$ cat config.mk
export PLATFORM = sky130hd
export DESIGN_NAME = rs_issue_sched
export DESIGN_NICKNAME = d
export VERILOG_FILES = /design/src/rtl/rs_sched_pkg.sv /design/src/rtl/rs_age_matrix.sv /design/src/rtl/rs_issue_sched.sv
export SDC_FILE = /design/constraint.sdc
export NUM_CORES = 1
export LEC_CHECK = 0
export ABC_AREA = 1
export BUFFER_PORTS_ARGS = -buffer_cell sky130_fd_sc_hd__buf_2
export CAP_MARGIN = 20
export CORE_MARGIN = 2
export CORE_UTILIZATION = 45
export CTS_CLUSTER_DIAMETER = 80
export DETAILED_ROUTE_END_ITERATION = 8
export PLACE_DENSITY_LB_ADDON = 0.2
export SKIP_LAST_GASP = 1
export SLEW_MARGIN = 20
export SYNTH_ARGS = -nofsm -noshare
export SYNTH_HDL_FRONTEND = slang
export SYNTH_SLANG_ARGS = --single-unit
$ cat constraint.sdc
create_clock -name clk -period 7.3 [get_ports clk]
set_input_delay 0.365 -clock clk [delete_from_list [all_inputs] [get_ports clk]]
set_output_delay 0.365 -clock clk [all_outputs]
set_load 0.01 [all_outputs]
$ cat src/rtl/rs_sched_pkg.sv
// rs_sched_pkg: shared entry-state encoding and default sizes for the RS scheduler
package rs_sched_pkg;
    localparam int RS_NUM_ENTRIES = 4;
    localparam int RS_IDX_WIDTH = 2;
    typedef enum logic [1:0] {
        ST_FREE   = 2'd0,
        ST_WAIT   = 2'd1,
        ST_READY  = 2'd2,
        ST_ISSUED = 2'd3
    } rs_state_e;
endpackage

$ cat src/rtl/rs_age_matrix.sv
// rs_age_matrix: allocation-order matrix that flags the oldest ready entry
module rs_age_matrix
    import rs_sched_pkg::*;
#(
    parameter int NUM_ENTRIES = RS_NUM_ENTRIES,
    parameter int IDX_WIDTH = RS_IDX_WIDTH
) (
    input  logic                   clk,
    input  logic                   rst,
    input  logic                   flush,
    input  logic                   alloc_fire,
    input  logic [IDX_WIDTH-1:0]   alloc_idx,
    input  logic [NUM_ENTRIES-1:0] busy,
    input  logic [NUM_ENTRIES-1:0] ready,
    output logic [NUM_ENTRIES-1:0] oldest
);
    logic [NUM_ENTRIES-1:0][NUM_ENTRIES-1:0] older, older_nxt;
    // older[r][c]: r was allocated before c; the whole column is rewritten so stale bits never linger
    always_comb begin
        older_nxt = older;
        if (alloc_fire) begin
            for (int r = 0; r < NUM_ENTRIES; r++) begin
                older_nxt[r][alloc_idx] = busy[r];
                older_nxt[alloc_idx][r] = 1'b0;
            end
        end
    end
    always_ff @(posedge clk) begin
        if (rst || flush) older <= '0;
        else older <= older_nxt;
    end
    always_comb begin
        oldest = '0;
        for (int c = 0; c < NUM_ENTRIES; c++) begin
            oldest[c] = ready[c];
            for (int r = 0; r < NUM_ENTRIES; r++)
                if (ready[r] && older[r][c]) oldest[c] = 1'b0;
        end
    end
endmodule

$ cat src/rtl/rs_issue_sched.sv
// rs_issue_sched: RS allocate/wake/oldest-ready issue/complete scheduler
module rs_issue_sched
    import rs_sched_pkg::*;
#(
    parameter int NUM_ENTRIES = RS_NUM_ENTRIES,
    parameter int IDX_WIDTH = RS_IDX_WIDTH
) (
    input  logic                   clk,
    input  logic                   rst,
    input  logic                   flush,
    input  logic                   alloc_valid,
    input  logic [1:0]             alloc_src_rdy,
    output logic                   alloc_ready,
    output logic [IDX_WIDTH-1:0]   alloc_idx,
    input  logic [NUM_ENTRIES-1:0] wake_a,
    input  logic [NUM_ENTRIES-1:0] wake_b,
    output logic                   issue_valid,
    output logic [IDX_WIDTH-1:0]   issue_idx,
    input  logic                   issue_ready,
    input  logic                   complete_valid,
    input  logic [IDX_WIDTH-1:0]   complete_idx,
    output logic [IDX_WIDTH:0]     count
);
    rs_state_e st [NUM_ENTRIES];
    rs_state_e st_nxt [NUM_ENTRIES];
    logic [NUM_ENTRIES-1:0] op_a, op_b, op_a_nxt, op_b_nxt;
    logic [NUM_ENTRIES-1:0] free, ready, sel_mask, oldest;
    logic [IDX_WIDTH-1:0] sel_idx;
    logic alloc_fire, comp_fire, hs;
    always_comb begin
        free = '0;
        ready = '0;
        for (int i = 0; i < NUM_ENTRIES; i++) begin
            free[i] = st[i] == ST_FREE;
            ready[i] = st[i] == ST_READY;
        end
    end
    always_comb begin
        alloc_idx = '0;
        for (int i = NUM_ENTRIES - 1; i >= 0; i--)
            if (free[i]) alloc_idx = IDX_WIDTH'(i);
    end
    assign alloc_ready = |free;
    assign alloc_fire = alloc_valid & alloc_ready & ~flush;
    assign hs = issue_valid & issue_ready & ~flush;
    assign comp_fire = complete_valid & (st[complete_idx] == ST_ISSUED) & ~flush;
    // the entry leaving on this handshake must not be picked again for the reload
    assign sel_mask = ready & ~(NUM_ENTRIES'(hs) << issue_idx);
    rs_age_matrix #(.NUM_ENTRIES(NUM_ENTRIES), .IDX_WIDTH(IDX_WIDTH)) u_age (
        .clk(clk),
        .rst(rst),
        .flush(flush),
        .alloc_fire(alloc_fire),
        .alloc_idx(alloc_idx),
        .busy(~free),
        .ready(sel_mask),
        .oldest(oldest)
    );
    always_comb begin
        sel_idx = '0;
        for (int i = 0; i < NUM_ENTRIES; i++)
            if (oldest[i]) sel_idx = IDX_WIDTH'(i);
    end
    always_comb begin
        for (int i = 0; i < NUM_ENTRIES; i++) begin
            st_nxt[i] = st[i];
            op_a_nxt[i] = op_a[i];
            op_b_nxt[i] = op_b[i];
            case (st[i])
                ST_FREE: if (alloc_fire && alloc_idx == IDX_WIDTH'(i)) begin
                    op_a_nxt[i] = alloc_src_rdy[0];
                    op_b_nxt[i] = alloc_src_rdy[1];
                    st_nxt[i] = &alloc_src_rdy ? ST_READY : ST_WAIT;
                end
                ST_WAIT: begin
                    op_a_nxt[i] = op_a[i] | wake_a[i];
                    op_b_nxt[i] = op_b[i] | wake_b[i];
                    st_nxt[i] = op_a[i] && op_b[i] ? ST_READY : ST_WAIT;
                end
                ST_READY: st_nxt[i] = hs && issue_idx == IDX_WIDTH'(i) ? ST_ISSUED : ST_READY;
                ST_ISSUED: st_nxt[i] = comp_fire && complete_idx == IDX_WIDTH'(i) ? ST_FREE : ST_ISSUED;
            endcase
        end
    end
    always_ff @(posedge clk) begin
        if (rst || flush) begin
            for (int i = 0; i < NUM_ENTRIES; i++) st[i] <= ST_FREE;
            op_a <= '0;
            op_b <= '0;
            issue_valid <= 1'b0;
            issue_idx <= '0;
            count <= '0;
        end else begin
            st <= st_nxt;
            op_a <= op_a_nxt;
            op_b <= op_b_nxt;
            if (!issue_valid || hs) begin
                issue_valid <= |oldest;
                issue_idx <= sel_idx;
            end
            count <= count + (IDX_WIDTH+1)'(alloc_fire) - (IDX_WIDTH+1)'(comp_fire);
        end
    end
endmodule

After elaboration in Yosys (flattened, before gate mapping)

Index checks and enable logic that the tools add are counted.
Widths: inputs -> output; s select.

Shift operators: 1
Multipliers: 0
$lt $le $gt $ge: 3
Div/mod/pow operators: 0
Bitwise logic cells: 27
Multiplexer cells: 77
Eq/ne operators: 26
Reduce and logical (&&, ||, !) cells: 54
Add/sub/neg operators: 2

Operators by type and width:

| cell               | number |
|---|---|
| $and 16x16->16     | 4 |
| $not 16->16        | 4 |
| $mux 2             | 22 |
| $logic_and 1x1->1  | 33 |
| $demux 4 s2        | 4 |
| $pmux 2 s4         | 4 |
| $mux 1             | 31 |
| $eq 2x2->1 const B | 15 |
| $bwmux 4           | 4 |
| $pmux 1 s2         | 8 |
| $eq 2x1->1 const B | 7 |
| $logic_not 2->1    | 7 |
| $reduce_and 2->1   | 5 |
| $ne 2x1->1 const B | 4 |
| $not 4->4          | 2 |
| $or 1x1->1         | 8 |
| $reduce_bool 2->1  | 4 |
| $reduce_or 4->1    | 2 |
| $and 1x1->1        | 6 |
| $and 4x4->4        | 1 |
| $bmux 2 s2         | 1 |
| $mux 4             | 1 |
| $shl 1x2->4        | 1 |
| $add 3x1->3        | 1 |
| other kinds (10)   | 11 |

ROM bits: 0
Bits of input ports: 18
Latch bits: 0
Memories: 0
Bits in registers: 38
RAM bits: 0
Output and inout bits: 9
Word-level logic and storage cells: 209

Longest topological paths before layout

Gate-level depths: netlist (run 1).

Depth after elaboration: 17
Gate-level depth with buffers: 13
Depth with buffers taken out: 13

Cells and area by module

Synthesis (run 1) repeated with hierarchy kept, for this count alone.

Cell total of the unflattened synthesis: 334
Area total of the unflattened synthesis: 2301.0 um^2

Modules (own cells, without submodules):

| module         | sequential area each (um^2) | area each (um^2) | cells an instance | instances |
|---|---|---|---|---|
| rs_issue_sched | 440.4                       | 1451.4           | 217               | 1 |
| rs_age_matrix  | 320.3                       | 849.6            | 117               | 1 |

Worst setup path after synthesis (run 1)

OpenSTA, ideal clock, no wires.

Kind: register to register
From: register st[4] in the netlist's numbering
To: register count[2]
Required time: 7.177 ns
Arrival: 2.272 ns
Path buffers: 1
Setup time: 0.123 ns
Setup slack: 4.906 ns
Stages on the path, launching flop included: 14
Period minus slack after synthesis: 2.394 ns
Cells stage by stage: dfxtp_1 > buf_2 > nor2_4 > nor2_4 > a21oi_4 > inv_1 > ha_1 > inv_1 > ha_1 > inv_1 > fa_1 > xor2_1 > o21ai_0 > a21oi_1

Word-level cells in the longest chain between the ends: 7
Elaborated cells on any way between the ends: 12
Those cells by class: add/sub: 2; eq/ne: 1; mux: 3; bitwise: 4; reduce/logical: 2

RTL lines:

| element                                             | line                  | source |
|---|---|---|
| start, declared                                     | rs_issue_sched.sv:24  | `rs_state_e st [NUM_ENTRIES];` |
| start signal, assigned                              | rs_issue_sched.sv:94  | `st <= st_nxt;` |
| branches (longest 6 deep; another with $add 3x1->3) | n/a                   |  |
| $sub 3x1->3 *                                       | rs_issue_sched.sv:101 | `count <= count + (IDX_WIDTH+1)'(alloc_fire) - (IDX_WIDTH+1)'(comp_fire);` |
| end signal, assigned                                | rs_issue_sched.sv:101 |  |
| end, declared                                       | rs_issue_sched.sv:22  | `output logic [IDX_WIDTH:0] count` |

Every way passes the cells marked *. The select of a mux whose other input is x is not followed.
A chain may end at the register's enable or synchronous reset.

Worst setup path after layout (run 1)

From: register st[6] in the netlist's numbering
To: register count[2]

The elaborated chain is that of the path after synthesis.

==> metrics.txt, run 1 <==
# TYPE chip_impl_metric gauge
chip_impl_info{name="run_status",value="finished clean"} 1
chip_impl_metric{name="grt_pass1_wl",unit="um"} 8520
chip_impl_metric{name="gp_congestion",unit=""} 0.847
chip_impl_info{name="type_of_the_worst_setup_path",value="flop to flop"} 1
chip_impl_metric{name="num_rows",unit=""} 24
chip_impl_metric{name="grt_start_max_net_pins",unit=""} 19
chip_impl_metric{name="layout_worst_path_cycle_share",unit=""} 0.351
chip_impl_metric{name="drv_cap",unit=""} 0
chip_impl_metric{name="finalNonFillerCells",unit=""} 387
chip_impl_info{name="mostFrequentLayoutCells",value="58 x sky130_fd_sc_hd__nand2_1, 42 x sky130_fd_sc_hd__nor2_1, 40 x sky130_fd_sc_hd__inv_1, 38 x sky130_fd_sc_hd__dfxtp_1, 26 x sky130_fd_sc_hd__buf_2"} 1
chip_impl_metric{name="clock_sinks",unit=""} 38
chip_impl_metric{name="post_cts_hold_buffer_count",unit=""} 0
chip_impl_info{name="end_kind",value="flop"} 1
chip_impl_info{name="min-delay-path-class",value="primary input to flop"} 1
chip_impl_info{name="synth_flop_cell",value="sky130_fd_sc_hd__dfxtp_1"} 1
chip_impl_metric{name="grt-ovfl-total",unit=""} 0
chip_impl_metric{name="drtAntennaViolNets",unit=""} 0
chip_impl_metric{name="hold_violation_count_in_the_final_report",unit=""} 0
chip_impl_metric{name="synthesis.instances",unit=""} 303
chip_impl_metric{name="postPlaceCellArea",unit="um2"} 2260
chip_impl_metric{name="total_of_warnings_raised_by_yosys",unit=""} 0
chip_impl_metric{name="layout.nets",unit=""} 355
chip_impl_metric{name="minimum_period_implied_by_the_final_worst_setup_slack",unit="ns"} 2.56
chip_impl_metric{name="placeableCoreArea",unit="um2"} 4380
chip_impl_metric{name="die_h",unit="um"} 71.9
chip_impl_info{name="grt_setup_unrepaired",value="false"} 1
chip_impl_metric{name="antenna-diode-count",unit=""} 0
chip_impl_metric{name="vias_per_cell",unit=""} 5.10
chip_impl_metric{name="i_o_pins",unit=""} 27
chip_impl_metric{name="power",unit="mW"} 0.422
chip_impl_metric{name="total_via_count_after_detailed_routing",unit=""} 1972
chip_impl_metric{name="routed_wire_length_per_instance",unit="um"} 12.8
chip_impl_metric{name="synth-edff-count",unit=""} 0
chip_impl_metric{name="area.growth.synth_to_final",unit="%"} 14.3
chip_impl_metric{name="route.final.wire_length",unit="um"} 4970
chip_impl_metric{name="cp.arrival",unit="ns"} 2.75
chip_impl_metric{name="drt_iter0_drc",unit=""} 129
chip_impl_metric{name="grt_use_total",unit=""} 0.213
chip_impl_metric{name="post_synth_instance_area",unit="um2"} 2070
chip_impl_metric{name="max-slew-margin-rel",unit=""} 0.663
chip_impl_metric{name="cts_max_level",unit=""} 2
chip_impl_metric{name="max_clock_freq",unit="MHz"} 390
chip_impl_metric{name="remaining_drc_errors",unit=""} 0
chip_impl_metric{name="vias_in_the_first_global_route",unit=""} 1852
chip_impl_metric{name="clk_transition_reported_paths",unit="ns"} 0.07
chip_impl_metric{name="number_of_antenna_violations_at_the_first_check_in_global_routing",unit=""} 0
chip_impl_metric{name="worst_clk_skew",unit="ns"} 0.0117
chip_impl_info{name="tritoncts",value="yes"} 1
chip_impl_metric{name="timing_worst_slew_pin_value",unit="ns"} 0.501
chip_impl_metric{name="synth_seq_area_share",unit=""} 0.367
chip_impl_info{name="start_kind",value="flop"} 1
chip_impl_metric{name="setup_viol_count_final",unit=""} 0
chip_impl_metric{name="cts-buffers-inserted",unit=""} 5
chip_impl_info{name="cts-root-buf",value="sky130_fd_sc_hd__clkbuf_8"} 1
chip_impl_metric{name="power_per_cell_area",unit="nW/um2"} 178
chip_impl_info{name="commonest_non_fill_non_tap_cell_in_the_layout",value="sky130_fd_sc_hd__nand2_1"} 1
chip_impl_metric{name="critPathRequiredTime",unit="ns"} 7.49
chip_impl_metric{name="initial_utilization",unit=""} 0.473
chip_impl_metric{name="ir_drop",unit="uV"} 101
chip_impl_metric{name="critical_path.max_fanout",unit=""} 9
chip_impl_metric{name="total_of_flip_flops_plus_latches_after_synthesis",unit=""} 38
chip_impl_metric{name="post-route-util",unit=""} 0.540
chip_impl_metric{name="finalInstanceArea",unit="um2"} 2370
chip_impl_metric{name="dpl.cell_count",unit=""} 379
chip_impl_metric{name="power_leakage",unit="nW"} 1.02
chip_impl_metric{name="drtPass1Iterations",unit=""} 4
chip_impl_metric{name="insertion_delay_of_the_later_clocked_pin_in_the_worst_skew_pair",unit="ns"} 0.30
chip_impl_metric{name="postCtsSetupRepairBufs",unit=""} 0
chip_impl_metric{name="postSynthNetCount",unit=""} 324
chip_impl_metric{name="place_hpwl",unit="um"} 3840
chip_impl_metric{name="cts.path.max_buffers",unit=""} 2
chip_impl_metric{name="fin_setup_tns",unit="ns"} 0
chip_impl_metric{name="async_s_r_ff_share_synth",unit=""} 0
chip_impl_metric{name="syn_avg_cell_area",unit="um2"} 6.84
chip_impl_metric{name="io_buffers",unit=""} 26
chip_impl_metric{name="final-max-slew-violation-count",unit=""} 0
chip_impl_metric{name="post_cts_resize_count",unit=""} 0
chip_impl_metric{name="synth.lib_cells_used.distinct",unit=""} 34
chip_impl_metric{name="drive_above_1_share",unit=""} 0.173
chip_impl_metric{name="floorplan.die.width",unit="um"} 71.9
chip_impl_metric{name="die_area",unit="um2"} 5160
[layer usage]
layer,up-vias,track usage,wire length (um)
met4,0,0.0922,70
met1,889,0.287,2460
met2,31,0.328,2270
li1,1046,-,-
met5,-,0,0
met3,6,0.0478,155
[per-stage QoR]
step / worst slack [ns] / hold slack (ns)
finish: 4.74 / 0.324
global route: 4.54 / 0.332
CTS: 4.72 / 0.323
detailed placement: 4.73 / 0.434
global placement: 4.81 / 0.420
floorplan: 4.91 / 0.409
[cells by family after synthesis]
logic type,after synthesis,synth area share
fa+ha+maj,3,0.0217
simple gates,153,0.351
flops,38,0.367
xor+xnor,1,0.00423
buf+inv,48,0.0876
compound gates,60,0.168
[cells in the mapped netlist, types with 3 or more instances]
| library cell | instances | share of area |
|---|---|---|
| sky130_fd_sc_hd__nand2_1 | 58 | 0.11 |
| sky130_fd_sc_hd__nor2_1 | 42 | 0.076 |
| sky130_fd_sc_hd__inv_1 | 40 | 0.072 |
| sky130_fd_sc_hd__dfxtp_1 | 38 | 0.37 |
| sky130_fd_sc_hd__a21oi_1 | 24 | 0.058 |
| sky130_fd_sc_hd__nand3_1 | 24 | 0.058 |
| sky130_fd_sc_hd__o21ai_0 | 17 | 0.041 |
| sky130_fd_sc_hd__a31oi_1 | 6 | 0.018 |
| sky130_fd_sc_hd__nand4_1 | 5 | 0.015 |
| sky130_fd_sc_hd__inv_2 | 4 | 0.0072 |
| sky130_fd_sc_hd__nor2_2 | 4 | 0.012 |
| sky130_fd_sc_hd__nor3_1 | 4 | 0.0097 |
| sky130_fd_sc_hd__a21boi_0 | 3 | 0.011 |
| sky130_fd_sc_hd__a21oi_2 | 3 | 0.013 |
| sky130_fd_sc_hd__nand2_4 | 3 | 0.016 |
| sky130_fd_sc_hd__or2_2 | 3 | 0.0091 |
[worst max-delay path: stages, from the launching register on]
cell and delay, ns:
sky130_fd_sc_hd__dfxtp_1 0.41, sky130_fd_sc_hd__nor2_8 0.19, sky130_fd_sc_hd__nor2_4 0.07, sky130_fd_sc_hd__a21oi_4 0.37
sky130_fd_sc_hd__inv_1 0.14, sky130_fd_sc_hd__ha_1 0.31, sky130_fd_sc_hd__inv_1 0.06, sky130_fd_sc_hd__ha_1 0.12
sky130_fd_sc_hd__inv_1 0.04, sky130_fd_sc_hd__fa_1 0.36, sky130_fd_sc_hd__xor2_1 0.16, sky130_fd_sc_hd__o21ai_0 0.16
sky130_fd_sc_hd__a21oi_1 0.06
[power by group]
group / internal [mW] / switching (mW) / total (mW)
sequential: 0.209 / 0.00210 / 0.211
combinational: 0.0113 / 0.0209 / 0.0323
clock: 0.102 / 0.0762 / 0.178
[final cells by class]
cell class | count | area [um2]
flip-flops and latches | 38 | 761
clock buffers | 7 | 76.3
inverters | 45 | 169
well taps | 52 | 65.1
multi-input cells | 217 | 1130
clock inverters | 1 | 30.0
repair buffers | 27 | 138
fillers | 456 | 2020
[sequential cells by signal, summed over array words and instances (netlist names)]
| register | count |
|---|---|
| op_a | 4 |
| issue_valid | 1 |
| u_age.older | 16 |
| st | 8 |
| issue_idx | 2 |
| count | 3 |
| op_b | 4 |
[final timing paths]
kind | depth (start not counted) | slack, ns | from | to
worst min register to register | 2 | 0.44 | u_age.older[15] | u_age.older[15]
worst max-delay path | 12 | 4.74 | st[6] | count[2]
worst max register to register | 12 | 4.74 | st[6] | count[2]
worst min-delay path | 3 | 0.32 | wake_b[1] | op_b[1]
Note: power is estimated with default switching activity, not from simulation.
==> run 2, diff against run 1 <==
clock period = 2.1 ns   (was 7.3 ns; I/O delays follow)
==> metrics.txt, run 2 (same netlist as run 1, synthesis figures left out) <==
# TYPE chip_impl_metric gauge
chip_impl_metric{name="clock_sinks",unit=""} 38
chip_impl_metric{name="ff2ff_setup_slack",unit="ns"} 0.09
chip_impl_info{name="worst_r2r_startpoint",value="st[3]"} 1
chip_impl_info{name="registers.top_by_ff_count",value="u_age.older"} 1
chip_impl_info{name="mostFrequentLayoutCells",value="58 x sky130_fd_sc_hd__nand2_1, 42 x sky130_fd_sc_hd__nor2_1, 36 x sky130_fd_sc_hd__inv_1, 34 x sky130_fd_sc_hd__dfxtp_1, 26 x sky130_fd_sc_hd__buf_2"} 1
chip_impl_metric{name="postCtsSetupRepairBufs",unit=""} 0
chip_impl_metric{name="die_area",unit="um2"} 5160
chip_impl_metric{name="area.growth.synth_to_final",unit="%"} 20.8
chip_impl_metric{name="final-max-slew-violation-count",unit=""} 0
chip_impl_metric{name="drive_above_1_share",unit=""} 0.246
chip_impl_metric{name="grt_start_max_net_pins",unit=""} 16
chip_impl_metric{name="dpl.cell_count",unit=""} 394
chip_impl_metric{name="fillerInstances",unit=""} 423
chip_impl_metric{name="drtPass1Iterations",unit=""} 4
chip_impl_info{name="commonest_non_fill_non_tap_cell_in_the_layout",value="sky130_fd_sc_hd__nand2_1"} 1
chip_impl_metric{name="initial_utilization",unit=""} 0.473
chip_impl_metric{name="timing_worst_slew_pin_value",unit="ns"} 0.518
chip_impl_metric{name="finalNonFillerCells",unit=""} 402
chip_impl_metric{name="io_buffers",unit=""} 26
chip_impl_metric{name="largest_register_ffs",unit=""} 16
chip_impl_info{name="kind_of_cell_adding_the_most_delay_to_the_critical_path",value="adder cells"} 1
chip_impl_metric{name="insertion_delay_of_the_later_clocked_pin_in_the_worst_skew_pair",unit="ns"} 0.29
chip_impl_metric{name="drv_cap",unit=""} 0
chip_impl_metric{name="setup_viol_count_final",unit=""} 0
chip_impl_info{name="tritoncts",value="yes"} 1
chip_impl_metric{name="power_per_cell_area",unit="nW/um2"} 553
chip_impl_metric{name="critical_path.max_fanout",unit=""} 4
chip_impl_metric{name="grt_pass1_wl",unit="um"} 8890
chip_impl_info{name="timing.critical_path.mode_cell",value="sky130_fd_sc_hd__inv_2"} 1
chip_impl_metric{name="placeableCoreArea",unit="um2"} 4380
chip_impl_metric{name="hold_violation_count_in_the_final_report",unit=""} 0
chip_impl_metric{name="antenna-diode-count",unit=""} 0
chip_impl_metric{name="max_clock_freq",unit="MHz"} 498
chip_impl_metric{name="route.final.wire_length",unit="um"} 5080
chip_impl_metric{name="layout.nets",unit=""} 370
chip_impl_metric{name="drtAntennaViolNets",unit=""} 0
chip_impl_metric{name="cts.path.max_buffers",unit=""} 2
chip_impl_info{name="hold_start",value="wake_b[1]"} 1
chip_impl_metric{name="routed_wire_length_per_instance",unit="um"} 12.6
chip_impl_metric{name="drt_iter0_drc",unit=""} 119
chip_impl_metric{name="vias_in_the_first_global_route",unit=""} 1930
chip_impl_metric{name="fin_setup_tns",unit="ns"} 0
chip_impl_info{name="type_of_the_worst_setup_path",value="flop to flop"} 1
chip_impl_metric{name="ir_drop",unit="uV"} 317
chip_impl_metric{name="floorplan.die.width",unit="um"} 71.9
chip_impl_metric{name="clk_transition_reported_paths",unit="ns"} 0.07
chip_impl_metric{name="layout_worst_path_cycle_share",unit=""} 0.957
chip_impl_metric{name="cp_num_buf_inv",unit=""} 3
chip_impl_info{name="end_kind",value="flop"} 1
chip_impl_metric{name="total_via_count_after_detailed_routing",unit=""} 2049
chip_impl_metric{name="minimum_period_implied_by_the_final_worst_setup_slack",unit="ns"} 2.01
chip_impl_metric{name="cts_max_level",unit=""} 2
chip_impl_metric{name="hold-path-cell-count",unit=""} 3
chip_impl_info{name="start_kind",value="flop"} 1
chip_impl_metric{name="grt-ovfl-total",unit=""} 0
chip_impl_info{name="grt_setup_unrepaired",value="true"} 1
chip_impl_metric{name="remaining_drc_errors",unit=""} 0
chip_impl_metric{name="number_of_antenna_violations_at_the_first_check_in_global_routing",unit=""} 0
chip_impl_info{name="min-delay-path-class",value="primary input to flop"} 1
chip_impl_metric{name="power_leakage",unit="nW"} 1.08
chip_impl_info{name="hold-path-endpoint",value="op_b[1]"} 1
chip_impl_metric{name="critPathRequiredTime",unit="ns"} 2.28
chip_impl_info{name="slowest_stage",value="sky130_fd_sc_hd__dfxtp_1"} 1
chip_impl_metric{name="i_o_pins",unit=""} 27
chip_impl_info{name="run_status",value="finished clean"} 1
chip_impl_metric{name="grt_use_total",unit=""} 0.220
chip_impl_info{name="timing.critical_path.cells",value="nor2_2, nor2_2, a21oi_4, inv_2, ha_4, inv_2, ha_4, inv_2, fa_2, xor2_1, o21ai_1, a21oi_1"} 1
chip_impl_metric{name="max-slew-margin-rel",unit=""} 0.653
chip_impl_metric{name="die_h",unit="um"} 71.9
chip_impl_metric{name="num_rows",unit=""} 24
chip_impl_info{name="cts-root-buf",value="sky130_fd_sc_hd__clkbuf_8"} 1
chip_impl_info{name="top_flop_regs",value="u_age.older x16, st x8"} 1
chip_impl_metric{name="critPathMaxStageDelay",unit="ns"} 0.35
chip_impl_metric{name="vias_per_cell",unit=""} 5.10
chip_impl_metric{name="cts-buffers-inserted",unit=""} 5
chip_impl_metric{name="place_hpwl",unit="um"} 3950
chip_impl_metric{name="gp_congestion",unit=""} 1.02
chip_impl_metric{name="cp.arrival",unit="ns"} 2.19
chip_impl_metric{name="r2r.worst_path.cells",unit=""} 12
chip_impl_metric{name="worst_clk_skew",unit="ns"} 0.00541
chip_impl_info{name="reg2reg_to",value="count[2]"} 1
[run 2: changes by cell type in the layout (fill, tap and decap cells not counted), moves of 4 or more]
cell,before,now
sky130_fd_sc_hd__inv_1,40,36
sky130_fd_sc_hd__buf_4,1,16
sky130_fd_sc_hd__inv_2,4,8
sky130_fd_sc_hd__dfxtp_1,38,34
sky130_fd_sc_hd__dfxtp_2,0,4
[run 2: worst max-delay path by stage]
stage | cells after the start | from | end | slack, ns
floorplan | 13 | st[4] | count[2] | -0.11
global placement | 13 | st[1] | count[2] | 0.05
detailed placement | 11 | st[6] | count[2] | 0.03
CTS | 11 | st[6] | count[2] | 0.02
global route | 11 | st[6] | count[2] | -0.05
finish | 12 | st[3] | count[2] | 0.09
[run 2: layout make-up]
type                       instances  area [um2]  area share
sequential                        38         766       0.306
inverter                          45         169      0.0675
clock buffer                       7        86.3      0.0345
timing repair buffer              42         250       0.100
clock inverter                     1        5.00     0.00200
multi-input combinational        217        1160       0.464
tap                               52        65.1      0.0260
[run 2: where the power goes]
group          switching, mW  total [mW]  leakage, nW  internal [mW]
registers            0.00657       0.734        0.309          0.727
logic                 0.0764       0.125        0.726         0.0483
clock network          0.261       0.526       0.0482          0.265
[run 2: stage by stage]
stage | power, mW | hold WS [ns] | cell area (um2) | util | setup WS, ns
6_report | 1.38 | 0.0883 | 2500 | 0.571 | 0.0901
5_1_grt | 1.44 | 0.104 | 2500 | 0.571 | -0.0453
4_1_cts | 1.39 | 0.0903 | 2490 | 0.569 | 0.0166
3_5_place_dp | 0.875 | 0.391 | 2400 | 0.548 | 0.0343
3_3_place_gp | 0.873 | 0.365 | 2400 | 0.548 | 0.0482
2_1_floorplan | 0.823 | 0.275 | 2110 | - | -0.109
[run 2: timing repair]
action | 4_1_cts | 5_1_grt
gates resized for setup | 0 | 6
hold buffers | 0 | 0
endpoints found under the setup margin | 0 | 1
[run 2: layer usage]
layer | vias to the layer above | share of wire | GRT usage
met4 | 0 | 0.022 | 0.0797
met3 | 9 | 0.060 | 0.0549
li1 | 1075 | - | -
met2 | 53 | 0.43 | 0.332
met1 | 912 | 0.49 | 0.303
met5 | - | 0 | 0
[run 2: worst reg2reg max path, delay by kind of cell, from the launching register on]
family / cells / cell delay (ns)
compound gates: 3 / 0.33
xor+xnor: 1 / 0.15
fa+ha+maj: 3 / 0.65
buf+inv: 3 / 0.16
flops: 1 / 0.35
simple gates: 2 / 0.26
